File: config.mk
export PLATFORM = sky130hd
export DESIGN_NAME = step_ctrl
export DESIGN_NICKNAME = d
export VERILOG_FILES = /design/src/rtl/step_ctrl.sv
export SDC_FILE = /design/constraint.sdc
export NUM_CORES = 1
export LEC_CHECK = 0
export ABC_AREA = 1
export CAP_MARGIN = 20
export CELL_PAD_IN_SITES_DETAIL_PLACEMENT = 1
export CELL_PAD_IN_SITES_GLOBAL_PLACEMENT = 1
export CORE_MARGIN = 2
export CORE_UTILIZATION = 36
export CTS_BUF_LIST = sky130_fd_sc_hd__clkbuf_8
export CTS_CLUSTER_DIAMETER = 60
export DETAILED_ROUTE_END_ITERATION = 8
export PLACE_DENSITY_LB_ADDON = 0.1
export SLEW_MARGIN = 40
export SYNTH_ARGS = -nofsm -noshare
export SYNTH_HDL_FRONTEND = slang
export SYNTH_SLANG_ARGS = --single-unit
File: constraint.sdc
create_clock -name clk -period 3.4 [get_ports clk]
set_clock_uncertainty 0.1 [all_clocks]
set_input_delay 0.51 -clock clk [delete_from_list [all_inputs] [get_ports clk]]
set_output_delay 0.51 -clock clk [all_outputs]
set_load 0.005 [all_outputs]
File: src/rtl/step_ctrl.sv
// Single-step / free-run / breakpoint controller producing a processor clock enable.
// Button path: 2-flop sync + DB_CYCLES debounce + 1-cycle step pulse; cpu_en is a same-cycle decode.
module step_ctrl #(
   parameter int DB_CYCLES = 50000,
   parameter int CNT_W     = 16
) (
   input  logic             clk,
   input  logic             reset,
   input  logic             btn0,
   input  logic             run,
   input  logic             bp_en,
   input  logic [31:0]      bp_addr,
   input  logic [31:0]      PC,
   output logic             cpu_en,
   output logic             halted,
   output logic             bp_hit,
   output logic [1:0]       state,
   output logic [CNT_W-1:0] en_cnt
);

   localparam int DBW = $clog2(DB_CYCLES + 1);
   localparam logic [DBW-1:0] DB_LAST = DBW'(DB_CYCLES - 1);

   typedef enum logic [1:0] {
      HALT = 2'd0,
      STEP = 2'd1,
      RUN  = 2'd2,
      BRK  = 2'd3
   } stateT;

   stateT          curState;
   stateT          nextState;
   logic           sync0;
   logic           sync1;
   logic           db;
   logic           stepP;
   logic           firstRun;
   logic           bpMatch;
   logic [DBW-1:0] dbCnt;

   always_ff @(posedge clk or negedge reset) begin
      if (!reset) begin
         sync0 <= 1'b0;
         sync1 <= 1'b0;
      end else begin
         sync0 <= btn0;
         sync1 <= sync0;
      end
   end

   // stepP is raised on the same edge db rises, so it lasts exactly one cycle
   always_ff @(posedge clk or negedge reset) begin
      if (!reset) begin
         db    <= 1'b0;
         dbCnt <= '0;
         stepP <= 1'b0;
      end else begin
         stepP <= 1'b0;
         if (sync1 == db) begin
            dbCnt <= '0;
         end else if (dbCnt == DB_LAST) begin
            db    <= sync1;
            dbCnt <= '0;
            stepP <= sync1;
         end else begin
            dbCnt <= dbCnt + DBW'(1);
         end
      end
   end

   // Masked in the first RUN cycle so resuming at the breakpoint PC moves past it
   assign bpMatch = bp_en && (PC == bp_addr) && !firstRun;

   always_comb begin
      nextState = curState;
      cpu_en    = 1'b0;
      case (curState)
         HALT: begin
            if (run)        nextState = RUN;
            else if (stepP) nextState = STEP;
         end
         STEP: begin
            cpu_en    = 1'b1;
            nextState = HALT;
         end
         RUN: begin
            if (!run)         nextState = HALT;
            else if (bpMatch) nextState = BRK;
            else              cpu_en    = 1'b1;
         end
         BRK: begin
            if (!run)       nextState = HALT;
            else if (stepP) nextState = STEP;
         end
         default: nextState = HALT;
      endcase
   end

   always_ff @(posedge clk or negedge reset) begin
      if (!reset) begin
         curState <= HALT;
         halted   <= 1'b1;
         bp_hit   <= 1'b0;
         firstRun <= 1'b0;
         en_cnt   <= '0;
      end else begin
         curState <= nextState;
         halted   <= (nextState == HALT) || (nextState == BRK);
         bp_hit   <= (nextState == BRK);
         firstRun <= (nextState == RUN) && (curState != RUN);
         if (cpu_en) en_cnt <= en_cnt + CNT_W'(1);
      end
   end

   assign state = curState;

endmodule

==> metrics <==
Core Area between 0.007 and 0.008 mm²; Max Cap Violations 0; Clock Root Buffer clkbuf_8; final hold viol count 0; synthesized flop and latch total 41; ANT cells 0; Max clock buf depth 2; drt total wl 7630 µm; ys async rst share 100%; period utilisation layout 89.6%; crit start category input port; final net count 579; CP endpoint kind output pin; wire length of the first global-routing pass 13200 µm; CP bufs+invs 5; hold buffers post-CTS 0; I/O pins 90; status finished, final reports clean; Min Clock Period, post-route a little over 3 ns; Final Setup Violations 0; Ys Warns 0; Syn Inst Count 408; syn nets approximately 490; post-synthesis compound-gate area fraction 4.30%; starting DRC count in detailed routing between 40 and 50; vias 2812; PortBufs just under 90; WP data arrival 2.44 ns; largest family of logic cells by synthesized area simple AND/OR/NAND/NOR gates; Worst-path clk slew 0.09 ns; clk sinks 41; GP Congestion 0.788; ys flop type dfrtp_1; die height 92.1 µm; crit-path most repeated cell nand2_1; CTS tree built; commonest non-fill, non-tap cell in the layout nand2_1; CTS buffer count 5; CP peak stage delay 0.48 ns; Die ar. 0.00848 mm²; actual slew at the worst max-slew pin approximately 0.52 ns; area leader, netlist dfrtp_1; most frequent cells in the layout 129 x nand2_1, 88 x clkdlybuf4s50_1, 74 x inv_1, 45 x nor2_1, 40 x dfrtp_1; Cell Chain, Critical Path clkdlybuf4s50_1 -> inv_1 -> nand2_1 -> nand2_1 -> inv_1 -> nand2_1 -> nor2_1 -> nand2_1 -> nor2_2 -> nand3_2 -> nand2_2 -> nand2_4 -> nand2_4 -> inv_1 -> clkdlybuf4s50_1; register area 0.00103 mm²; post-synthesis sequential area ratio between 30% and 40%; CP required ~2.8 ns; All-Layer GR Usage 18.9%; synthesis-to-finish area growth 39.1%; DIE WIDTH 92.1 µm; worst hold path class input port to async pin; worst vdd ir 323 µV; Pwr Total ~1600 µW; H-tree depth 2; Worst slew margin 65.3%; Remaining Overflow, GRT 0; Synth Area in Adders ~3.6%; Crit-path slowest cell clkdlybuf4s50_1; PwrDens 406 mW/mm²; P_leak 0.00192 µW; setup_tns 0 ns; multi-input logic area approximately 0.0015 mm²; RSZ-0062 raised after global routing no; Clk Latency, worst-skew pair 0.30 ns; type of the worst setup path input port to output pin; Rows 32; Post CTS Setup Buffer Count 0; Synth Area in XOR/XNOR under 10%; Via-to-Cell Ratio approximately 4.6; pin count of the biggest net entering global routing 42; Max Freq 328 MHz; CP Max Fanout 19; post-synthesis simple-gate area fraction 36.5%; delay-heaviest family, CP buffers and inverters; DRC 0; Initial Utilization 36.7%; iteration count of the initial detailed-routing pass 4; post-synthesis mux area share 0%; initial antenna violation count 0; Distinct cells, synth 28; Mapped Avg Cell Area 6.84 µm²; Synth top area share 35.8%; layout cells sized above 1 5.57%; Antenna Nets Post-Route 0; max-slew violation count 0; Post-Syn Area 0.00279 mm²; vias in the first global route between 2000 and 3000; Detail Placement HPWL between 6000 and 7000 µm; Area contributors post-synth dfrtp_1 36%, nand2_1 17%, inv_1 9.9%; Post-synth EDFFs 0; post-cts repair resize count 0; Avg WL per Cell 12.6 µm; Filler Cell Count roughly 1000
where the power goes:
part | internal (µW) | switching (µW)
combinational | 293 | 361
sequential | 543 | 52.7
clock | 146 | 180
layout make-up:
class                      count  share of cell area, %
timing repair buffer          91                   23.3
clock inverter                 3                  0.548
clock buffer                   5                   1.77
sequential                    41                   26.4
multi-input combinational    289                   37.5
tap                          102                   3.29
inverter                      74                   7.15
worst reg2reg max path: stages, from the launching register on:
cell	delay [ns]
dfrtp_1	0.44
inv_1	0.11
ha_1	0.31
buf_4	0.24
nor3b_1	0.26
nand2_1	0.10
nor3_1	0.21
nand2_1	0.08
nand2_1	0.06
nand2_1	0.05
per-layer routing:
| layer | up-vias | wire (µm) | global-route usage, % |
|---|---|---|---|
| met4 | 0 | 61 | 4.10 |
| met2 | 70 | 3560 | 32.5 |
| met5 | - | 0 | 0 |
| li1 | 1428 | - | - |
| met1 | 1308 | 3560 | 24.5 |
| met3 | 6 | 448 | 4.11 |
sequential cells by signal, summed over array words and instances, names as in the netlist:
| signal | count |
|---|---|
| halted | 1 |
| bp_hit | 1 |
| dbCnt | 16 |
| sync1 | 1 |
| firstRun | 1 |
| sync0 | 1 |
| en_cnt | 16 |
| db | 1 |
| state | 2 |
| stepP | 1 |
synth_stat cells (2+ instances only):
master     number
a31oi_1         2
nand3_1        28
xnor2_1        16
clkbuf_1        2
nor2_1         45
or2_2           2
nor2_2          3
inv_1          74
ha_1            8
o21ai_0        10
nand4_1         3
dfrtp_1        40
nand3_2         3
a21oi_1         7
nand2_4         2
nand2_1       129
nor3_1          8
nand2_2         3
nor4_1          3
xor2_1          9
a2bb2oi_1       2
nor3_2          3
kinds of logic after synthesis:
group,after synthesis
compound gates,22
xor+xnor,25
buf+inv,78
fa+ha+maj,8
flops,41
simple gates,234
per-stage QoR:
stage	setup slack (ns)	hold slack, ns	utilization [%]	cells	cell area, µm²
3_3_place_gp	0.351	0.239	49.8	597	3790
5_1_grt	0.102	0.116	51.1	605	3880
4_1_cts	0.287	0.103	51.1	605	3880
6_report	0.353	0.0881	51.1	605	3880
2_1_floorplan	1.35	0.114	-	408	2790
3_5_place_dp	0.294	0.247	49.9	597	3790
path summary, 6_finish.rpt:
| path | start | slack, ns | end | cells past startpoint |
|---|---|---|---|---|
| max reg2reg | state[0] | 1.35 | en_cnt[13] | 9 |
| min reg2reg | sync0 | 0.27 | sync1 | 0 |
| max | PC[13] | 0.35 | cpu_en | 15 |
| min in group clk | sync0 | 0.27 | sync1 | 0 |
| max in group asynchronous | reset | 2.75 | halted | 1 |
| min | reset | 0.09 | dbCnt[6] | 1 |
Note: power is estimated with default switching activity, not from simulation.
